[config.mk]
export PLATFORM = sky130hd
export DESIGN_NAME = imem_arbiter
export DESIGN_NICKNAME = d
export VERILOG_FILES = /design/src/rtl/imem_arbiter.sv
export SDC_FILE = /design/constraint.sdc
export NUM_CORES = 1
export LEC_CHECK = 0
export ABC_AREA = 1
export BUFFER_PORTS_ARGS = -buffer_cell sky130_fd_sc_hd__buf_4
export CAP_MARGIN = 30
export CORE_AREA = 2 2 95 97
export DETAILED_ROUTE_END_ITERATION = 10
export DIE_AREA = 0 0 97 99
export PLACE_DENSITY = 0.65
export SYNTH_ARGS = -nofsm -noshare
export SYNTH_HDL_FRONTEND = slang
export SYNTH_SLANG_ARGS = --single-unit
export TNS_END_PERCENT = 100
[constraint.sdc]
create_clock -name clk -period 1.9 [get_ports clk]
set_input_delay 0.19 -clock clk [delete_from_list [all_inputs] [get_ports clk]]
set_output_delay 0.19 -clock clk [all_outputs]
set_load 0.01 [all_outputs]
[src/rtl/imem_arbiter.sv]
// rtl/imem_arbiter.sv - round-robin arbiter sharing one instruction RAM between fetch and loader
// Loader may hold the RAM with ld_lock, bounded by MAX_LOCK so a pending fetch is never starved.
module imem_arbiter #(
  parameter int ADDR_W   = 10,
  parameter int MAX_LOCK = 8
) (
  input  logic              clk,
  input  logic              rst_n,

  input  logic              if_req_valid,
  output logic              if_req_ready,
  input  logic [31:0]       if_addr,
  output logic              if_rsp_valid,
  output logic [31:0]       if_rsp_data,

  input  logic              ld_req_valid,
  output logic              ld_req_ready,
  input  logic              ld_we,
  input  logic [31:0]       ld_addr,
  input  logic [31:0]       ld_wdata,
  input  logic              ld_lock,
  output logic              ld_rsp_valid,
  output logic [31:0]       ld_rsp_data,

  output logic              mem_en,
  output logic              mem_we,
  output logic [ADDR_W-1:0] mem_addr,
  output logic [31:0]       mem_wdata,
  input  logic [31:0]       mem_rdata
);

  typedef enum logic [1:0] {
    LAST_IF = 2'd0,
    LAST_LD = 2'd1,
    LOCKED  = 2'd2
  } last_e;

  last_e       r_last;
  last_e       w_last_nxt;
  logic [7:0]  r_lock_cnt;
  logic [7:0]  w_lock_cnt_nxt;
  logic        r_rsp_if;
  logic        r_rsp_ld;
  logic        w_gnt_if;
  logic        w_gnt_ld;
  logic        w_lock_ok;
  logic        w_unused;

  localparam logic [7:0] MAX_LOCK_C = 8'(MAX_LOCK);

  // Grants are gated by rst_n so every request-side output drops asynchronously in reset.
  always_comb begin
    w_gnt_if       = 1'b0;
    w_gnt_ld       = 1'b0;
    w_last_nxt     = r_last;
    w_lock_cnt_nxt = r_lock_cnt;
    w_lock_ok      = ld_lock && (r_lock_cnt < MAX_LOCK_C);

    if (rst_n) begin
      if (if_req_valid && ld_req_valid) begin
        case (r_last)
          LAST_IF: w_gnt_ld = 1'b1;
          LAST_LD: w_gnt_if = 1'b1;
          LOCKED: begin
            if (w_lock_ok) w_gnt_ld = 1'b1;
            else           w_gnt_if = 1'b1;
          end
          default: w_gnt_if = 1'b1;
        endcase
      end else if (if_req_valid) begin
        w_gnt_if = 1'b1;
      end else if (ld_req_valid) begin
        w_gnt_ld = 1'b1;
      end
    end

    // Every locked loader grant counts, including the one that enters LOCKED.
    if (w_gnt_if) begin
      w_last_nxt     = LAST_IF;
      w_lock_cnt_nxt = 8'd0;
    end else if (w_gnt_ld) begin
      if (ld_lock) begin
        w_last_nxt     = LOCKED;
        w_lock_cnt_nxt = (r_lock_cnt == 8'hFF) ? r_lock_cnt : r_lock_cnt + 8'd1;
      end else begin
        w_last_nxt     = LAST_LD;
        w_lock_cnt_nxt = 8'd0;
      end
    end else if (!ld_lock) begin
      w_lock_cnt_nxt = 8'd0;
      if (r_last == LOCKED) w_last_nxt = LAST_LD;
    end
  end

  always_ff @(posedge clk or negedge rst_n) begin
    if (!rst_n) begin
      r_last     <= LAST_LD;
      r_lock_cnt <= 8'd0;
      r_rsp_if   <= 1'b0;
      r_rsp_ld   <= 1'b0;
    end else begin
      r_last     <= w_last_nxt;
      r_lock_cnt <= w_lock_cnt_nxt;
      r_rsp_if   <= w_gnt_if;
      r_rsp_ld   <= w_gnt_ld && !ld_we;
    end
  end

  assign if_req_ready = w_gnt_if;
  assign ld_req_ready = w_gnt_ld;

  assign mem_en    = w_gnt_if || w_gnt_ld;
  assign mem_we    = w_gnt_ld && ld_we;
  assign mem_addr  = w_gnt_ld ? ld_addr[ADDR_W+1:2] :
                     w_gnt_if ? if_addr[ADDR_W+1:2] : '0;
  assign mem_wdata = mem_en ? ld_wdata : 32'd0;

  assign if_rsp_valid = r_rsp_if;
  assign ld_rsp_valid = r_rsp_ld;
  assign if_rsp_data  = r_rsp_if ? mem_rdata : 32'd0;
  assign ld_rsp_data  = r_rsp_ld ? mem_rdata : 32'd0;

  // Byte-offset and above-range address bits are dropped on purpose (addresses wrap).
  assign w_unused = ^{if_addr[31:ADDR_W+2], if_addr[1:0], ld_addr[31:ADDR_W+2], ld_addr[1:0]};

endmodule

==> impl_results.rst, run 1 <==
.. list-table::
   :header-rows: 1

   * - Metric
     - Value
   * - Result of the run
     - completed
   * - Grt total ovfl
     - 0
   * - Reg-to-reg slack, setup
     - 0.35 ns
   * - Ys flop type
     - sky130_fd_sc_hd__dfrtp_1
   * - Largest net degree at the start of global routing
     - 34
   * - Number of antenna violations at the first check in global routing
     - 0
   * - Net Count, Synth
     - 479
   * - Clock Root Buffer
     - sky130_fd_sc_hd__clkbuf_8
   * - Drt first pass iters
     - 4
   * - Max cap viols
     - 0
   * - Min-Delay Endpoint
     - ld_rsp_valid$_DFF_PN0_
   * - Post-synthesis register bit count
     - 12
   * - Initial Util
     - 0.194
   * - Switching power as a share of total power
     - 0.346
   * - Crit end category
     - primary output
   * - Drt initial violations
     - 54
   * - Number of antenna diodes
     - 0
   * - Hold Vio Cnt, Final
     - 0
   * - Critical path data arrival time
     - 1.53 ns
   * - Detailed-route vias per instance
     - 3.92
   * - Mean post-synth cell area
     - 4.83 sq um
   * - Area of the core
     - 8550 sq um
   * - Wire length per cell
     - 9.80 microns
   * - Placed cells
     - 645
   * - Worst Min Path Start
     - ld_we
   * - Share of total power in combinational logic
     - 0.545
   * - Combined area of all synthesized cells
     - 1660 sq um
   * - Required arrival time at the worst endpoint
     - 1.71 ns
   * - Reg-to-reg critical path startpoint
     - r_lock_cnt[0]$_DFFE_PN0P_
   * - Async SR Flop Fraction
     - 1.00
   * - Top cell types by occurrence after synthesis
     - sky130_fd_sc_hd__nand2_1, sky130_fd_sc_hd__inv_1, sky130_fd_sc_hd__nor2_1, sky130_fd_sc_hd__nand3_1, sky130_fd_sc_hd__dfrtp_1
   * - X dimension of the die
     - 97 microns
   * - Clk network pwr share
     - 0.213
   * - Worst Tran Pin Value
     - 0.499 ns
   * - Hold Path Depth
     - 2
   * - Fraction of layout instances using a drive strength above 1
     - 0.416
   * - Number of clock buffers inserted by TritonCTS
     - 3
   * - Deepest clock path buffer count
     - 2
   * - Count of pins over their slew limit
     - 0
   * - Internal power component
     - 742 uW
   * - Number of vias after detailed routing
     - 2,563
   * - Library cell occupying the most area in the post-synthesis netlist
     - sky130_fd_sc_hd__nand2_1
   * - Final worst path period need
     - 1.72 ns
   * - Residual antenna-violating net count after detailed routing
     - 0
   * - Die Outline Area
     - 9600 sq um
   * - H-Tree Depth
     - 1
   * - Clock network latency to the later pin of the worst-skew pair
     - 0.24 ns
   * - Critical path launch point type
     - flop
   * - Total routing usage reported by global routing
     - 0.125
   * - Count of input and output buffers
     - 201
   * - HPWL Detailed
     - 5.34 mm
   * - Most repeated library cell on the critical path
     - sky130_fd_sc_hd__nand2_1
   * - Layout Area Growth over Synthesis
     - 103%
   * - Gp weighted congestion
     - 0.832
   * - Crit path largest cell delay
     - 0.39 ns
   * - Count of mapped cells out of synthesis
     - 344
   * - Fin Clk Skew
     - 0.000617 ns
   * - Portion of synthesized cell area occupied by the leading cell type
     - 0.298
   * - Most numerous cell in the Yosys netlist
     - sky130_fd_sc_hd__nand2_1
   * - Fmax
     - 0.583 GHz
   * - Category of the most critical setup path
     - flop to primary output
   * - Fill cell total of the finished layout
     - 890
   * - Worst Path Max Fanout
     - 12
   * - Pleak
     - 0.00252 uW
   * - Areal power density over the cells
     - 336 nW/um^2
   * - Type of the tightest min-delay check
     - input pin to flop
   * - Ranking of synthesized cells by area
     - sky130_fd_sc_hd__nand2_1, sky130_fd_sc_hd__inv_1, sky130_fd_sc_hd__dfrtp_1
   * - Setup repair after global routing missed its margin
     - false
   * - Terminus of the critical flop-to-flop path
     - r_lock_cnt[7]$_DFFE_PN0P_
   * - Setup violations, final
     - 0
   * - Boundary pin count
     - 246
   * - Cell with the biggest individual delay on the critical path
     - sky130_fd_sc_hd__dfrtp_1
   * - Share of the yosys chip area belonging to registers
     - 0.182
   * - Final #Nets
     - 682
   * - CP Cell Sequence
     - inv_1 > nand2_1 > nor2_1 > nand2_1 > nand2_1 > nand2_1 > nand2_2 > inv_4 > nand2_1 > nand2_1 > buf_4
   * - Vias in the first global route
     - 2,358
   * - Maximum resistive drop on vdd
     - 0.000204 V
   * - Net switching power
     - 392 uW
   * - Drc violations
     - 0
   * - Post-synth EDFFs
     - 0
   * - Routed wire length
     - 6.41 mm
   * - Final Instance Count excl. Fillers
     - 654
   * - TNS Setup
     - 0 ns
   * - First-pass GRT wire length
     - 10.4 mm
   * - Slew margin rel.
     - 0.666
   * - Worst-path clk slew
     - 0.05 ns
   * - Clock tree from TritonCTS
     - done
   * - Sequential share of power
     - 0.242
   * - Total number of yosys warnings
     - 0
   * - Count of clock tree sinks
     - 12
   * - Number of distinct library cells after synthesis
     - 22
   * - Die H
     - 99 microns
   * - R2r worst-path depth
     - 9
   * - Row cnt
     - 34
   * - Final Cycle Share
     - 0.903
==> state kept, by name (all words and copies together), names as in the netlist <==
register      flops
r_lock_cnt        8
if_rsp_valid      1
r_last            2
ld_rsp_valid      1
==> metal layers <==
layer	GRT usage	vias up	wire (microns)
li1	-	1338	-
met1	0.138	1070	2420
met2	0.248	151	3270
met3	0.0298	4	689
met4	0.0163	0	34
met5	0	-	0
==> stage by stage <==
stage | power, uW | cell area (sq um) | hold WS [ns] | utilization | setup slack (ns)
finish | 1130 | 3380 | 0.108 | 0.395 | 0.185
global route | 1220 | 3380 | 0.106 | 0.395 | 0.000446
CTS | 1140 | 3350 | 0.111 | 0.392 | 0.0356
detailed placement | 896 | 3280 | 0.0463 | 0.384 | 0.300
global placement | 888 | 3280 | 0.0460 | 0.384 | 0.331
floorplan | 522 | 1660 | -0.106 | - | 0.431
==> power groups by stage <==
stage               logic, uW  clock network [uW]  registers (uW)
global route              684                 257             275
detailed placement        617                   0             279
finish                    618                 242             274
CTS                       623                 245             274
floorplan                 242                   0             281
global placement          610                   0             278
==> worst max path at each step <==
stage,from,to,slack [ns],cells past startpoint
2_1_floorplan,r_lock_cnt[4]$_DFFE_PN0P_,mem_addr[0],0.43,10
3_3_place_gp,r_lock_cnt[4]$_DFFE_PN0P_,mem_addr[1],0.33,11
3_5_place_dp,r_lock_cnt[4]$_DFFE_PN0P_,mem_addr[3],0.30,11
4_1_cts,r_lock_cnt[4]$_DFFE_PN0P_,mem_addr[3],0.04,11
5_1_grt,r_lock_cnt[4]$_DFFE_PN0P_,mem_addr[3],0.0004,11
6_report,r_lock_cnt[4]$_DFFE_PN0P_,mem_addr[3],0.18,11
==> final cells by class <==
type | instances | area (sq um) | area share
repair buffers | 210 | 1590 | 0.472
multi-input cells | 207 | 872 | 0.258
inverters | 113 | 429 | 0.127
flip-flops and latches | 12 | 303 | 0.0896
well taps | 108 | 135 | 0.0400
clock buffers | 4 | 45.0 | 0.0133
==> layout by cell type (no fill, tap or decap), types with 3 or more instances in the layout <==
| cell type | n |
|---|---|
| sky130_fd_sc_hd__nand3_1 | 15 |
| sky130_fd_sc_hd__nand2_1 | 132 |
| sky130_fd_sc_hd__inv_1 | 107 |
| sky130_fd_sc_hd__inv_2 | 4 |
| sky130_fd_sc_hd__dfrtp_1 | 10 |
| sky130_fd_sc_hd__nor2_1 | 43 |
| sky130_fd_sc_hd__buf_4 | 207 |
| sky130_fd_sc_hd__clkbuf_8 | 3 |
==> cell families after synthesis <==
family | synth area share
DFF | 0.182
xor gates and xnor gates | 0.00528
adders and majority gates | 0.00753
buffers and inverters | 0.293
AOI/OAI and AO/OA | 0.0136
and+or+nand+nor | 0.499
==> critical path: cells and delay by family, from the launching register on <==
family / cells / cell delay (ns)
AND/OR/NAND/NOR: 8 / 0.58
flip-flops: 1 / 0.39
buffers and inverters: 3 / 0.32
==> timing repair <==
item	CTS	global route
hold buffers	2	0
buffers inserted	0	3
hold endpoints to repair	11	0
gates resized for setup	0	5
endpoints found under the setup margin	0	10
(Power assumes the default switching activity.)
==> run 2, diff against run 1 <==
--- a/config.mk
+++ b/config.mk
@@ -16,3 +16,2 @@
 export SYNTH_HDL_FRONTEND = slang
 export SYNTH_SLANG_ARGS = --single-unit
-export TNS_END_PERCENT = 100
==> constraint.sdc (replaced) <==
create_clock -name clk -period 1.9 [get_ports clk]
set_input_delay 0.095 -clock clk [delete_from_list [all_inputs] [get_ports clk]]
set_output_delay 0.095 -clock clk [all_outputs]
set_load 0.01 [all_outputs]
==> impl_results.rst, run 2 (same netlist as run 1, synthesis figures left out) <==
.. list-table::
   :header-rows: 1

   * - Metric
     - Value
   * - Fmax
     - 0.588 GHz
   * - Detailed-route vias per instance
     - 3.96
   * - Slew margin rel.
     - 0.629
   * - Worst Path Max Fanout
     - 10
   * - Drc violations
     - 0
   * - Total routing usage reported by global routing
     - 0.124
   * - First-pass GRT wire length
     - 10.3 mm
   * - Type of the tightest min-delay check
     - input pin to flop
   * - Critical path launch point type
     - flop
   * - Gp weighted congestion
     - 0.835
   * - Worst Tran Pin Value
     - 0.555 ns
   * - Clock tree from TritonCTS
     - done
   * - Total non-filler cell area in the finished layout
     - 3340 sq um
   * - Number of antenna violations at the first check in global routing
     - 0
   * - Result of the run
     - completed
   * - Largest register by flop count
     - r_lock_cnt
   * - Final Instance Count excl. Fillers
     - 650
   * - Setup violations, final
     - 0
   * - Number of antenna diodes
     - 0
   * - Multi-input combinational cell area
     - 882 sq um
   * - Min-Delay Endpoint
     - ld_rsp_valid$_DFF_PN0_
   * - Terminus of the critical flop-to-flop path
     - r_lock_cnt[0]$_DFFE_PN0P_
   * - Fin Clk Skew
     - 0.00312 ns
   * - Layout Area Growth over Synthesis
     - 101%
   * - Commonest cells after routing, fill and taps aside
     - sky130_fd_sc_hd__buf_4, sky130_fd_sc_hd__nand2_1, sky130_fd_sc_hd__inv_1, sky130_fd_sc_hd__nor2_1, sky130_fd_sc_hd__nand3_1
   * - Most common library cell in the layout ignoring fill and taps
     - sky130_fd_sc_hd__buf_4
   * - Fill cell total of the finished layout
     - 915
   * - Fraction of layout instances using a drive strength above 1
     - 0.410
   * - Reg-to-reg critical path startpoint
     - r_lock_cnt[0]$_DFFE_PN0P_
   * - Drt first pass iters
     - 4
   * - Clock network latency to the later pin of the worst-skew pair
     - 0.24 ns
   * - X dimension of the die
     - 97 microns
   * - Hold Vio Cnt, Final
     - 0
   * - Wire length per cell
     - 9.91 microns
   * - Area occupied by registers
     - 302 sq um
   * - Largest net degree at the start of global routing
     - 34
   * - Critical path data arrival time
     - 1.61 ns
   * - Worst-path clk slew
     - 0.05 ns
   * - Boundary pin count
     - 246
   * - Final #Nets
     - 678
   * - Row cnt
     - 34
   * - Category of the most critical setup path
     - flop to primary output
   * - TNS Setup
     - 0 ns
   * - Required arrival time at the worst endpoint
     - 1.80 ns
   * - Crit end category
     - primary output
   * - Deepest clock path buffer count
     - 2
   * - Clock Root Buffer
     - sky130_fd_sc_hd__clkbuf_8
   * - Count of input and output buffers
     - 201
   * - Biggest regs
     - r_lock_cnt (8), r_last (2)
   * - Number of clock buffers inserted by TritonCTS
     - 3
   * - Worst Min Path Start
     - ld_we
   * - Initial Util
     - 0.194
   * - Residual antenna-violating net count after detailed routing
     - 0
   * - Vias in the first global route
     - 2,381
   * - Layout Utilization
     - 0.391
   * - Hold Path Depth
     - 2
   * - Routed wire length
     - 6.44 mm
   * - Number of vias after detailed routing
     - 2,572
   * - Area of the core
     - 8550 sq um
   * - Overall power after layout
     - 1130 uW
   * - Count of clock tree sinks
     - 12
   * - Setup repair after global routing missed its margin
     - false
   * - Maximum resistive drop on vdd
     - 0.000194 V
   * - Max cap viols
     - 0
   * - Pleak
     - 0.00250 uW
   * - Max FFs per register
     - 8
   * - Placed cells
     - 644
   * - Areal power density over the cells
     - 339 nW/um^2
   * - Post-Place Cell Area
     - 3260 sq um
   * - Die Outline Area
     - 9600 sq um
   * - Final worst path period need
     - 1.70 ns
   * - HPWL Detailed
     - 5.33 mm
   * - H-Tree Depth
     - 1
   * - Drt initial violations
     - 44
   * - Grt total ovfl
     - 0
   * - Die H
     - 99 microns
   * - Reg-to-reg slack, setup
     - 0.36 ns
   * - Final Cycle Share
     - 0.896
   * - R2r worst-path depth
     - 9
   * - Count of pins over their slew limit
     - 0
   * - Number of setup buffers added after CTS
     - 0
-- run 2: cell type report --
| class | count | area share |
|---|---|---|
| Tap cell | 108 | 0.0404 |
| Timing Repair Buffer | 205 | 0.461 |
| Inverter | 113 | 0.129 |
| Multi-Input combinational cell | 207 | 0.264 |
| Timing Repair inverter | 1 | 0.00187 |
| Sequential cell | 12 | 0.0902 |
| Clock buffer | 4 | 0.0135 |
-- run 2: worst max path at each step --
stage | startpoint | end | cells past startpoint
2_1_floorplan | r_lock_cnt[4]$_DFFE_PN0P_ | mem_addr[0] | 10
3_3_place_gp | r_lock_cnt[4]$_DFFE_PN0P_ | mem_addr[9] | 10
3_5_place_dp | r_lock_cnt[4]$_DFFE_PN0P_ | mem_addr[3] | 10
4_1_cts | r_lock_cnt[4]$_DFFE_PN0P_ | mem_addr[3] | 10
5_1_grt | r_lock_cnt[4]$_DFFE_PN0P_ | mem_addr[5] | 11
6_report | r_lock_cnt[5]$_DFFE_PN0P_ | mem_addr[3] | 10
-- run 2: timing repair --
action | in CTS | in global routing
endpoints found under the hold margin | 12 | 0
hold buffers | 1 | 0
resized for setup | 0 | 8
setup endpoints to repair | 0 | 11
-- run 2: report_power, final --
part	internal (uW)	total [uW]	switching, uW	leakage (uW)
clock	148	243	95.5	0.0000228
sequential	269	274	5.70	0.000162
combinational	318	615	297	0.00232
total	735	1130	398	0.00250
-- run 2: per-stage QoR --
step / hold slack, ns / setup WS (ns)
finish: 0.0178 / 0.198
global route: 0.0119 / 0.0303
CTS: 0.0153 / 0.0257
detailed placement: -0.0462 / 0.293
global placement: -0.0492 / 0.312
floorplan: -0.201 / 0.526
-- run 2: worst max-delay path: stages, from the launching register on --
cell	delay [ns]
sky130_fd_sc_hd__dfrtp_1	0.43
sky130_fd_sc_hd__inv_1	0.09
sky130_fd_sc_hd__nand2_1	0.05
sky130_fd_sc_hd__nor2_1	0.10
sky130_fd_sc_hd__nand2_1	0.08
sky130_fd_sc_hd__nand3_1	0.11
sky130_fd_sc_hd__nand2_4	0.13
sky130_fd_sc_hd__inv_4	0.12
sky130_fd_sc_hd__nand2_1	0.06
sky130_fd_sc_hd__nand2_1	0.07
sky130_fd_sc_hd__buf_4	0.12
-- run 2: metal layers --
layer | vias up | GRT usage | routed length [microns]
met4 | 0 | 0.0163 | 34
met1 | 1081 | 0.138 | 2460
li1 | 1335 | - | -
met3 | 5 | 0.0277 | 660
met5 | - | 0 | 0
met2 | 151 | 0.246 | 3290
==> run 3, diff against run 2 <==
GPL_TIMING_DRIVEN = 0   (was unset)
TNS_END_PERCENT = 1   (was unset)
==> impl_results.rst, run 3 (same netlist as run 1, synthesis figures left out) <==
.. list-table::
   :header-rows: 1

   * - Metric
     - Value
   * - Drt first pass iters
     - 4
   * - Fin Clk Skew
     - 0.00480 ns
   * - Drc violations
     - 0
   * - Drt initial violations
     - 76
   * - Number of vias after detailed routing
     - 2,601
   * - Total non-filler cell area in the finished layout
     - 3400 sq um
   * - Required arrival time at the worst endpoint
     - 1.80 ns
   * - Detailed-route vias per instance
     - 3.93
   * - Grt total ovfl
     - 0
   * - Boundary pin count
     - 246
   * - Worst Tran Pin Value
     - 0.559 ns
   * - Number of clock buffers inserted by TritonCTS
     - 3
   * - Biggest regs
     - r_lock_cnt (8), r_last (2)
   * - Die Outline Area
     - 9600 sq um
   * - R2r worst-path depth
     - 9
   * - Critical path launch point type
     - flop
   * - Number of antenna diodes
     - 0
   * - Fmax
     - 0.573 GHz
   * - Gp weighted congestion
     - 0.851
   * - Most common library cell in the layout ignoring fill and taps
     - sky130_fd_sc_hd__buf_4
   * - Final Cycle Share
     - 0.918
   * - Worst-path clk slew
     - 0.05 ns
   * - Type of the tightest min-delay check
     - input pin to flop
   * - CP Cell Sequence
     - inv_2 > nand2_1 > nor2_2 > nand2_2 > nand3_1 > nand2_2 > inv_6 > nand2_1 > nand2_1 > buf_4
   * - Category of the most critical setup path
     - flop to primary output
   * - Cell with the biggest individual delay on the critical path
     - sky130_fd_sc_hd__dfrtp_1
   * - Maximum resistive drop on vdd
     - 0.000230 V
   * - Areal power density over the cells
     - 333 nW/um^2
   * - Fraction of layout instances using a drive strength above 1
     - 0.414
   * - Layout Utilization
     - 0.398
   * - Reg-to-reg slack, setup
     - 0.35 ns
   * - Reg-to-reg critical path startpoint
     - r_lock_cnt[0]$_DFFE_PN0P_
   * - Vias in the first global route
     - 2,448
   * - Hold Vio Cnt, Final
     - 0
   * - Most repeated library cell on the critical path
     - sky130_fd_sc_hd__nand2_1
   * - Deepest clock path buffer count
     - 2
   * - Clock Root Buffer
     - sky130_fd_sc_hd__clkbuf_8
   * - Crit path largest cell delay
     - 0.43 ns
   * - Critical path data arrival time
     - 1.65 ns
   * - Commonest cells after routing, fill and taps aside
     - sky130_fd_sc_hd__buf_4, sky130_fd_sc_hd__nand2_1, sky130_fd_sc_hd__inv_1, sky130_fd_sc_hd__nor2_1, sky130_fd_sc_hd__nand3_1
   * - Hold Path Depth
     - 2
   * - Die H
     - 99 microns
   * - X dimension of the die
     - 97 microns
   * - Initial Util
     - 0.194
   * - Overall power after layout
     - 1140 uW
   * - Count of clock tree sinks
     - 12
   * - Clock network latency to the later pin of the worst-skew pair
     - 0.25 ns
   * - Residual antenna-violating net count after detailed routing
     - 0
   * - Largest register by flop count
     - r_lock_cnt
   * - Row cnt
     - 34
   * - H-Tree Depth
     - 1
   * - First-pass GRT wire length
     - 10.1 mm
   * - Count of pins over their slew limit
     - 0
   * - Routed wire length
     - 6.47 mm
   * - Setup violations, final
     - 0
   * - Number of antenna violations at the first check in global routing
     - 0
   * - Count of input and output buffers
     - 201
   * - Pleak
     - 0.00252 uW
   * - Worst Min Path Start
     - ld_we
   * - Crit end category
     - primary output
   * - Area of the core
     - 8550 sq um
   * - Total routing usage reported by global routing
     - 0.124
   * - Final worst path period need
     - 1.74 ns
   * - Layout Area Growth over Synthesis
     - 105%
   * - Final #Nets
     - 689
   * - Result of the run
     - completed
   * - HPWL Detailed
     - 5.57 mm
   * - Max cap viols
     - 0
   * - Min-Delay Endpoint
     - ld_rsp_valid$_DFF_PN0_
   * - Largest net degree at the start of global routing
     - 13
   * - Max FFs per register
     - 8
   * - Worst Path Max Fanout
     - 12
   * - Terminus of the critical flop-to-flop path
     - r_lock_cnt[7]$_DFFE_PN0P_
   * - Wire length per cell
     - 9.79 microns
   * - Slew margin rel.
     - 0.626
   * - Post-Place Cell Area
     - 3300 sq um
   * - Clock tree from TritonCTS
     - done
run 3: cell count changes in the layout (fill, tap and decap cells not counted), sizes merged:
cell,change
clkbuf,+9
clkinv,-1
buf,+2
bufbuf,+1
run 3: what timing repair did:
item,4_1_cts,5_1_grt
hold buffers,1,0
hold endpoints to repair,12,0
gates resized for setup,0,11
pin swaps,0,2
gates cloned,0,0
endpoints found under the setup margin,9,12
setup buffers,0,4
run 3: critical path: cells and delay by family, from the launching register on:
kind / cells / cell delay [ns]
buffers and inverters: 3 / 0.35
flip-flops: 1 / 0.43
AND/OR/NAND/NOR: 7 / 0.62
run 3: report_power, final:
part	switching (uW)	internal, uW
Clock	94.3	148
Combinational	289	325
Sequential	10.3	269
Total	394	742
run 3: area by class of cell:
cell class	instances	area, sq um
plain buffers	11	63.8
clock buffers	4	45.0
fillers	903	5150
inverters	113	429
multi-input cells	207	880
flip-flops and latches	12	303
well taps	108	135
repair buffers	206	1550
run 3: worst max path at each step:
stage | startpoint | endpoint | depth (start not counted)
2_1_floorplan | r_lock_cnt[4]$_DFFE_PN0P_ | mem_addr[0] | 10
3_3_place_gp | r_lock_cnt[4]$_DFFE_PN0P_ | mem_addr[6] | 11
3_5_place_dp | r_lock_cnt[4]$_DFFE_PN0P_ | mem_addr[5] | 11
4_1_cts | r_lock_cnt[4]$_DFFE_PN0P_ | mem_addr[1] | 12
5_1_grt | r_lock_cnt[4]$_DFFE_PN0P_ | mem_addr[4] | 12
6_report | r_lock_cnt[4]$_DFFE_PN0P_ | mem_addr[1] | 10
run 3: per-stage QoR:
stage | TNS (ns) | cells | setup WS (ns) | hold slack, ns
2_1_floorplan | 0 | 344 | 0.526 | -0.201
3_3_place_gp | 0 | 653 | 0.220 | -0.0469
3_5_place_dp | 0 | 653 | 0.179 | -0.0443
4_1_cts | 0 | 657 | 0.00784 | 0.0130
5_1_grt | -0.00122 | 661 | -0.00122 | 0.0142
6_report | 0 | 661 | 0.155 | 0.0108
run 3: per-layer routing:
layer,track usage,wire length (microns)
met5,0,0
met4,0.0238,56
met3,0.0362,757
met2,0.249,3370
met1,0.126,2290
